<file path="src/rtl/game_select.sv">
// game_select: debounced select button -> ROM slot index plus reload handshake.
// Ports: clock, reset_n (sync, active low), btn_raw (pad, 0 = pressed),
//        load_done (loader status) -> reload (1-cycle pulse), index[3:0], busy.
module game_select #(
    parameter int DEBOUNCE_CYCLES   = 250000,
    parameter int LONG_PRESS_CYCLES = 12500000,
    parameter int NUM_GAMES         = 8,
    parameter int ACK_TIMEOUT       = 1000000
) (
    input  logic       clock,
    input  logic       reset_n,
    input  logic       btn_raw,
    input  logic       load_done,
    output logic       reload,
    output logic [3:0] index,
    output logic       busy
);

    localparam int DBW = (DEBOUNCE_CYCLES > 1) ? $clog2(DEBOUNCE_CYCLES) : 1;
    localparam int HW  = (LONG_PRESS_CYCLES > 1) ? $clog2(LONG_PRESS_CYCLES) : 1;
    localparam int AW  = (ACK_TIMEOUT > 1) ? $clog2(ACK_TIMEOUT) : 1;

    localparam logic [DBW-1:0] DB_LAST   = DBW'(DEBOUNCE_CYCLES - 1);
    localparam logic [HW-1:0]  HOLD_LAST = HW'(LONG_PRESS_CYCLES - 1);
    localparam logic [AW-1:0]  ACK_LAST  = AW'(ACK_TIMEOUT - 1);
    localparam logic [3:0]     IDX_LAST  = 4'(NUM_GAMES - 1);

    typedef enum logic [1:0] {
        IDLE,
        PRESSED,
        LONG_HELD,
        WAIT_LOAD
    } state_t;

    logic           sync1;
    logic           sync2;
    logic           pressed_sync;
    logic           btn_db;
    logic           btn_db_q;
    logic [DBW-1:0] db_cnt;
    logic           db_rise;
    logic           db_fall;

    state_t         state;
    state_t         state_n;
    logic [HW-1:0]  hold_cnt;
    logic [HW-1:0]  hold_n;
    logic [AW-1:0]  ack_cnt;
    logic [AW-1:0]  ack_n;
    logic           ack_seen;
    logic           ack_seen_n;
    logic [3:0]     index_n;
    logic [3:0]     next_index;
    logic           reload_n;

    // Pad is pulled up, so the synchroniser idles at 1 (released).
    assign pressed_sync = ~sync2;

    always_ff @(posedge clock) begin
        if (!reset_n) begin
            sync1    <= 1'b1;
            sync2    <= 1'b1;
            btn_db   <= 1'b0;
            btn_db_q <= 1'b0;
            db_cnt   <= '0;
        end else begin
            sync1    <= btn_raw;
            sync2    <= sync1;
            btn_db_q <= btn_db;
            if (pressed_sync == btn_db) begin
                db_cnt <= '0;
            end else if (db_cnt == DB_LAST) begin
                btn_db <= pressed_sync;
                db_cnt <= '0;
            end else begin
                db_cnt <= db_cnt + 1'b1;
            end
        end
    end

    // Edge-based detection means a button still held when IDLE is
    // re-entered produces no rise, so it must be released first.
    assign db_rise = btn_db & ~btn_db_q;
    assign db_fall = ~btn_db & btn_db_q;

    assign next_index = (index == IDX_LAST) ? 4'd0 : index + 4'd1;

    always_ff @(posedge clock) begin
        if (!reset_n) begin
            state    <= IDLE;
            hold_cnt <= '0;
            ack_cnt  <= '0;
            ack_seen <= 1'b0;
            index    <= 4'd0;
            reload   <= 1'b0;
        end else begin
            state    <= state_n;
            hold_cnt <= hold_n;
            ack_cnt  <= ack_n;
            ack_seen <= ack_seen_n;
            index    <= index_n;
            reload   <= reload_n;
        end
    end

    always_comb begin
        state_n    = state;
        hold_n     = hold_cnt;
        ack_n      = ack_cnt;
        ack_seen_n = ack_seen;
        index_n    = index;
        reload_n   = 1'b0;
        unique case (state)
            IDLE: begin
                if (db_rise) begin
                    state_n = PRESSED;
                    hold_n  = '0;
                end
            end
            PRESSED: begin
                if (db_fall) begin
                    reload_n   = 1'b1;
                    state_n    = WAIT_LOAD;
                    ack_n      = '0;
                    ack_seen_n = 1'b0;
                    // Release on the very cycle the long threshold is
                    // reached still counts as a long press.
                    if (hold_cnt != HOLD_LAST) begin
                        index_n = next_index;
                    end
                end else if (hold_cnt == HOLD_LAST) begin
                    state_n = LONG_HELD;
                end else begin
                    hold_n = hold_cnt + 1'b1;
                end
            end
            LONG_HELD: begin
                if (db_fall) begin
                    reload_n   = 1'b1;
                    state_n    = WAIT_LOAD;
                    ack_n      = '0;
                    ack_seen_n = 1'b0;
                end
            end
            WAIT_LOAD: begin
                if (!ack_seen) begin
                    if (!load_done) begin
                        ack_seen_n = 1'b1;
                    end else if (ack_cnt == ACK_LAST) begin
                        state_n = IDLE;
                    end else begin
                        ack_n = ack_cnt + 1'b1;
                    end
                end else if (load_done) begin
                    state_n = IDLE;
                end
            end
            default: begin
                state_n = IDLE;
            end
        endcase
    end

    assign busy = (state == WAIT_LOAD);

endmodule
</file>
<file path="config.mk">
export PLATFORM = sky130hd
export DESIGN_NAME = game_select
export DESIGN_NICKNAME = d
export VERILOG_FILES = /design/src/rtl/game_select.sv
export SDC_FILE = /design/constraint.sdc
export NUM_CORES = 1
export LEC_CHECK = 0
export BUFFER_PORTS_ARGS = -buffer_cell sky130_fd_sc_hd__buf_4
export CAP_MARGIN = 0
export CORE_AREA = 5 5 123 148
export CTS_CLUSTER_SIZE = 40
export DETAILED_ROUTE_END_ITERATION = 8
export DIE_AREA = 0 0 128 153
export GPL_ROUTABILITY_DRIVEN = 0
export PLACE_DENSITY = 0.36
export SYNTH_ARGS = -nofsm -noshare
export SYNTH_HDL_FRONTEND = slang
export SYNTH_SLANG_ARGS = --single-unit
</file>
<file path="constraint.sdc">
create_clock -name clock -period 4.35 [get_ports clock]
set_clock_uncertainty 0.2 [all_clocks]
set_input_delay 0.87 -clock clock [delete_from_list [all_inputs] [get_ports clock]]
set_output_delay 0.87 -clock clock [all_outputs]
set_load 0.01 [all_outputs]
</file>
### Yosys cells after proc, flatten, opt, wreduce, memory -nomap -nowiden

Cells that the tools add are included.

* bits in registers: 74
* input port bits: 4
* output and inout port bits: 6
* word-level logic and storage cells: 77

* $add $sub $neg: 4
* eq/ne operators: 19
* muxes and demuxes: 24
* bitwise logic cells: 7
* reductions and logical operators: 12

Operators with widths (number)
* two-way mux 20 bit: 4
* two-way mux 24 bit: 3
* one-hot mux 24 bit (2 select lines): 1
* one-hot mux 20 bit (2 select lines): 1
* adder 24 x 1 -> 24 bit, second input constant: 1
* == test 24 bit, second input constant: 1
* inequality test 24 bit, second input constant: 1
* adder 20 x 1 -> 20 bit, second input constant: 1
* == test 20 bit, second input constant: 1
* adder 18 x 1 -> 18 bit, second input constant: 1
* == test 18 bit, second input constant: 1
* two-way mux 2 bit: 8
* inequality test 2 bit, second input constant: 7
* AND reduction 5 bit: 2
* one-hot mux 2 bit (4 select lines): 1
* AND reduction 2 bit: 3
* inverter 1 bit: 5
* adder 4 x 1 -> 4 bit, second input constant: 1
* == test 2 bit, second input constant: 2
* == test 4 x 3 -> 1 bit, second input constant: 1
* two-way mux 1 bit: 4
* two-way mux 4 bit: 1
* AND reduction 4 bit: 1
* nonzero test 2 bit: 2
* other kinds (11): 12

### Logic depth before layout (Yosys ltp)

* depth in word-level cells: 5
* mapped depth: 9
* depth with buffers taken out: 7

### Least setup slack after synthesis

No wires, ideal clock.

* path type: reg-to-reg
* start point: register state[0]
* end point: register ack_cnt[11]
* setup time: 0.087 ns
* arrival: 2.101 ns
* required time: 4.063 ns
* setup slack: 1.962 ns
* stages on the path, launching flop included: 9
* buffers on the path: 2
* period minus slack after synthesis: 2.388 ns
* path through: dfxtp_1 -> ha_1 -> clkbuf_1 -> inv_1 -> a211oi_1 -> a21bo_2 -> clkbuf_1 -> or4_1 -> o31ai_1

* elaborated cells on any way between the ends: 11
* classes of those cells: eq/ne (7); mux (1); reduce/logical (3)

RTL lines
* from (decl): line 44 `state_t state;`
* from (signal assigned): line 97 `state <= state_n;`
* == test 2 bit (*)
* named net busy: line 16 `output logic busy`
* inequality test 2 bit (no line) / nonzero test 2 bit (equally long branches)
* AND reduction 5 bit (no line)
* to (signal assigned): line 99 `ack_cnt <= ack_n;`
* to (decl): line 48 `logic [AW-1:0] ack_cnt;`

The timed path passes the listed nets; every way through them passes the cells marked *.
A chain may end at the register's enable or synchronous reset.

### Final worst setup path

* start point: register state[0]
* end point: register ack_cnt[18]

* cells in the longest elaborated chain, start to end: 4
* elaborated cells on any way between the ends: 11
* classes of those cells: eq/ne (7); mux (1); reduce/logical (3)

RTL lines
* == test 2 bit / == test 2 x 1 -> 1 bit (equally long branches): line 113 `unique case (state)`
* OR reduction 2 bit (no line)
* inequality test 2 x 1 -> 1 bit (no line) / nonzero test 2 bit (equally long branches)
* AND reduction 5 bit (no line)

Parallel ways exist; a longest one is shown, timed or not.

==> impl_results.md <==
* Crit Reg-Reg Endpoint: ack_cnt[18]
* Critical path arrival at 3030 ps
* Final number of setup-violating endpoints at 0
* TritonCTS clock tree: done
* Number of vias after detailed routing at 3464
* H-tree level count at 3
* Register cell area after layout at 0.00148 sq mm
* Top Ports at 10
* Clock-pin transition on the worst setup and hold timing paths at 70 ps
* Number of flops mapped to enable cells by yosys at 0
* Post-synth net total at 492
* Number of distinct library cells after synthesis at 63
* Area of all placed cells without fillers at 0.00448 sq mm
* Setup TNS after final layout at 0 ps
* Post-synthesis instance total at 479
* Number of storage elements in the synthesis netlist at 74
* Unrepaired setup endpoints after global routing: false
* Largest vdd supply drop at 0.150 mV
* Largest net degree at the start of global routing at 38
* Fraction of the yosys area taken by sequential cells at 0.380
* Required time at the endpoint of the critical path at 4410 ps
* Area after detailed placement at 0.00417 sq mm
* Detailed-router iteration count before antenna repair at 4
* Bufs on Longest Clock Path at 2
* Top FF cell, synth: dfxtp_1
* N_diodes at 0
* Cell depth of the worst min-delay path at 1
* Startpoint type of the worst setup path: register
* Routed via count divided by cell count at 4.93
* Synth Warn # at 0
* Die width at 128 um
* Placement row count at 52
* Average footprint of a synthesized cell at 8.14 sq um
* Root buffer selected by CTS: clkbuf_16
* Reported leakage power at 1.37 nW
* Final period util at 0.683
* Total Routed Length at 10.2 mm
* Tightest slew margin relative to the limit at 0.430
* Average routed wire per standard cell at 14.6 um
* Final hold violation count at 0
* R2R setup slack at 1380 ps
* Hold Crit Class: reg -> reg
* Total Routing Usage GR at 0.107
* Floorplan die height at 153 um
* Maximum net fanout on the critical path at 21
* GRT Residual Overflow at 0
* Global-route wire length before repair at 16.8 mm
* Nature of the critical path endpoint: register
* Area Growth Syn to Fin at 14.9%
* Number of design rule violations left after detail routing at 0
* Fill count at 1841
* Kind of critical path: reg -> reg
* FF-to-FF path depth at 6
* Area taken by multi-input logic gates at 0.00226 sq mm
* Number of max-slew violations in the final report at 0
* Final min period at 2970 ps
* Upper clock frequency limit at 0.336 GHz
* Mapped cell area at 0.00390 sq mm
* Power per cell area at 365 mW/mm^2
* Via count of the first global-routing pass at 3269
* Die area at 0.0196 sq mm
* CTS Hold Buffers Added at 0
* Maximum Capacitance Violations at 0
* Final HPWL from detailed placement at 7.00 mm
* Iteration-0 DRC count of the detailed router at 247
* Total Power Consumption at 1.64 mW
* Critical register-to-register path startpoint: state[0]
* Initial antenna violation count at 0
* Placeable core region at 0.0167 sq mm
* CTS Sinks at 74
* Number of instances resized during post-cts repair at 0
* Antenna violation net count after detailed routing at 0
* Skew-Pair Late Insertion Delay at 340 ps
* Status: finished clean
* PortBufs at 9
* Net count, final at 495
* Min-delay src: sync1
* Fraction of synthesis flops using an asynchronous set or reset pin at 0
* Ratio of cells with drive above 1 in the final layout at 0.0945
* Post-CTS Setup Bufs at 0
* Number of buffers added by the clock tree synthesis step at 9
* Slew at the pin with the worst max-slew slack at 856 ps
* Starting density of the core at 0.234
* Terminating pin of the worst hold path: sync2
==> cells in the final DEF, fill, tap and decap left out, types with 3 or more instances in the layout <==
cell type / synthesis / layout
nor2_1: 50 / 50
o31ai_1: 9 / 9
nand4_1: 12 / 12
and3_1: 3 / 3
mux2i_1: 6 / 6
a31o_2: 3 / 3
and2_1: 5 / 5
dfxtp_1: 74 / 74
a211oi_1: 4 / 4
xnor2_1: 14 / 14
and4_1: 6 / 6
or3_1: 9 / 9
o21ai_0: 22 / 22
nand2_1: 54 / 54
nand2b_1: 7 / 7
inv_1: 19 / 19
o21a_1: 4 / 4
xor2_1: 4 / 4
a21oi_1: 32 / 32
nor3_1: 10 / 10
nand3_1: 22 / 22
or4_1: 15 / 15
clkbuf_16: 0 / 9
or2_2: 3 / 3
buf_4: 2 / 12
nor4b_1: 4 / 4
inv_6: 0 / 4
o211ai_1: 6 / 6
nand4b_1: 3 / 3
a31oi_1: 7 / 7
ha_1: 9 / 9
o221a_2: 4 / 4
o22ai_1: 3 / 3
==> worst max path at each step <==
| stage | start | end | slack, ps | depth (start not counted) |
|---|---|---|---|---|
| global route | state[0] | ack_cnt[18] | 1230 | 6 |
| CTS | state[0] | ack_cnt[18] | 1420 | 6 |
| finish | state[0] | ack_cnt[18] | 1380 | 6 |
| floorplan | state[0] | ack_cnt[11] | 1960 | 8 |
| global placement | state[0] | ack_cnt[18] | 1530 | 6 |
| detailed placement | state[0] | ack_cnt[18] | 1420 | 6 |
==> kinds of logic (layout without fill, tap and decap cells) <==
group,Yosys count,after routing,share of synthesized area
compound gates,116,116,0.198
xor+xnor,18,18,0.0404
fa+ha+maj,9,9,0.0289
buf+inv,39,47,0.0407
flops,74,74,0.380
mux,6,6,0.0154
simple gates,217,217,0.296
==> critical path, cell delays in order, from the launching register on <==
cell and delay (ps):
dfxtp_1 420, ha_1 750, inv_1 230, a211oi_1 240, a21bo_2 340, or4_1 510, o31ai_1 190
==> cell type report <==
| type | count | share of cell area |
|---|---|---|
| multi-input combinational | 366 | 0.504 |
| sequential | 74 | 0.331 |
| inverter | 19 | 0.0159 |
| tap | 216 | 0.0603 |
| timing repair buffer | 12 | 0.0201 |
| clock inverter | 7 | 0.0182 |
| clock buffer | 9 | 0.0503 |
==> power breakdown <==
part	total (mW)	internal (mW)	switching (mW)
combinational	0.167	0.0501	0.117
sequential	0.688	0.682	0.00574
clock	0.782	0.454	0.329
total	1.64	1.19	0.451
==> sequential cells by signal, summed over array words and instances (netlist names), 2 cells and up <==
register and flops:
ack_cnt 20, db_cnt 18, hold_cnt 24, index 4
state 2
==> stage by stage <==
step           hold WS, ps  setup WS [ps]  instances  utilization
6_report               220           1380        703        0.269
5_1_grt                243           1230        703        0.269
4_1_cts                228           1420        703        0.269
3_5_place_dp           211           1420        687        0.251
3_3_place_gp           215           1530        687        0.251
2_1_floorplan          186           1960        479            -
==> metal layers <==
| layer | part of all wire | wire length [um] | GRT usage |
|---|---|---|---|
| met1 | 0.47 | 4860 | 0.132 |
| met2 | 0.48 | 4920 | 0.173 |
| met3 | 0.025 | 261 | 0.0216 |
| met4 | 0.020 | 206 | 0.0551 |
| met5 | 0 | 0 | 0 |
==> synth_stat cells (5+ instances only) <==
cell | number | area (sq um)
dfxtp_1 | 74 | 1480
nand2_1 | 54 | 203
nor2_1 | 50 | 188
a21oi_1 | 32 | 160
nand3_1 | 22 | 110
o21ai_0 | 22 | 110
inv_1 | 19 | 71.3
or4_1 | 15 | 113
xnor2_1 | 14 | 123
nand4_1 | 12 | 75.1
clkbuf_1 | 11 | 41.3
nor3_1 | 10 | 50.1
ha_1 | 9 | 113
o31ai_1 | 9 | 67.6
or3_1 | 9 | 56.3
a31oi_1 | 7 | 43.8
nand2b_1 | 7 | 43.8
and4_1 | 6 | 52.6
mux2i_1 | 6 | 60.1
o211ai_1 | 6 | 45.0
and2_1 | 5 | 31.3
(Power assumes the default switching activity.)
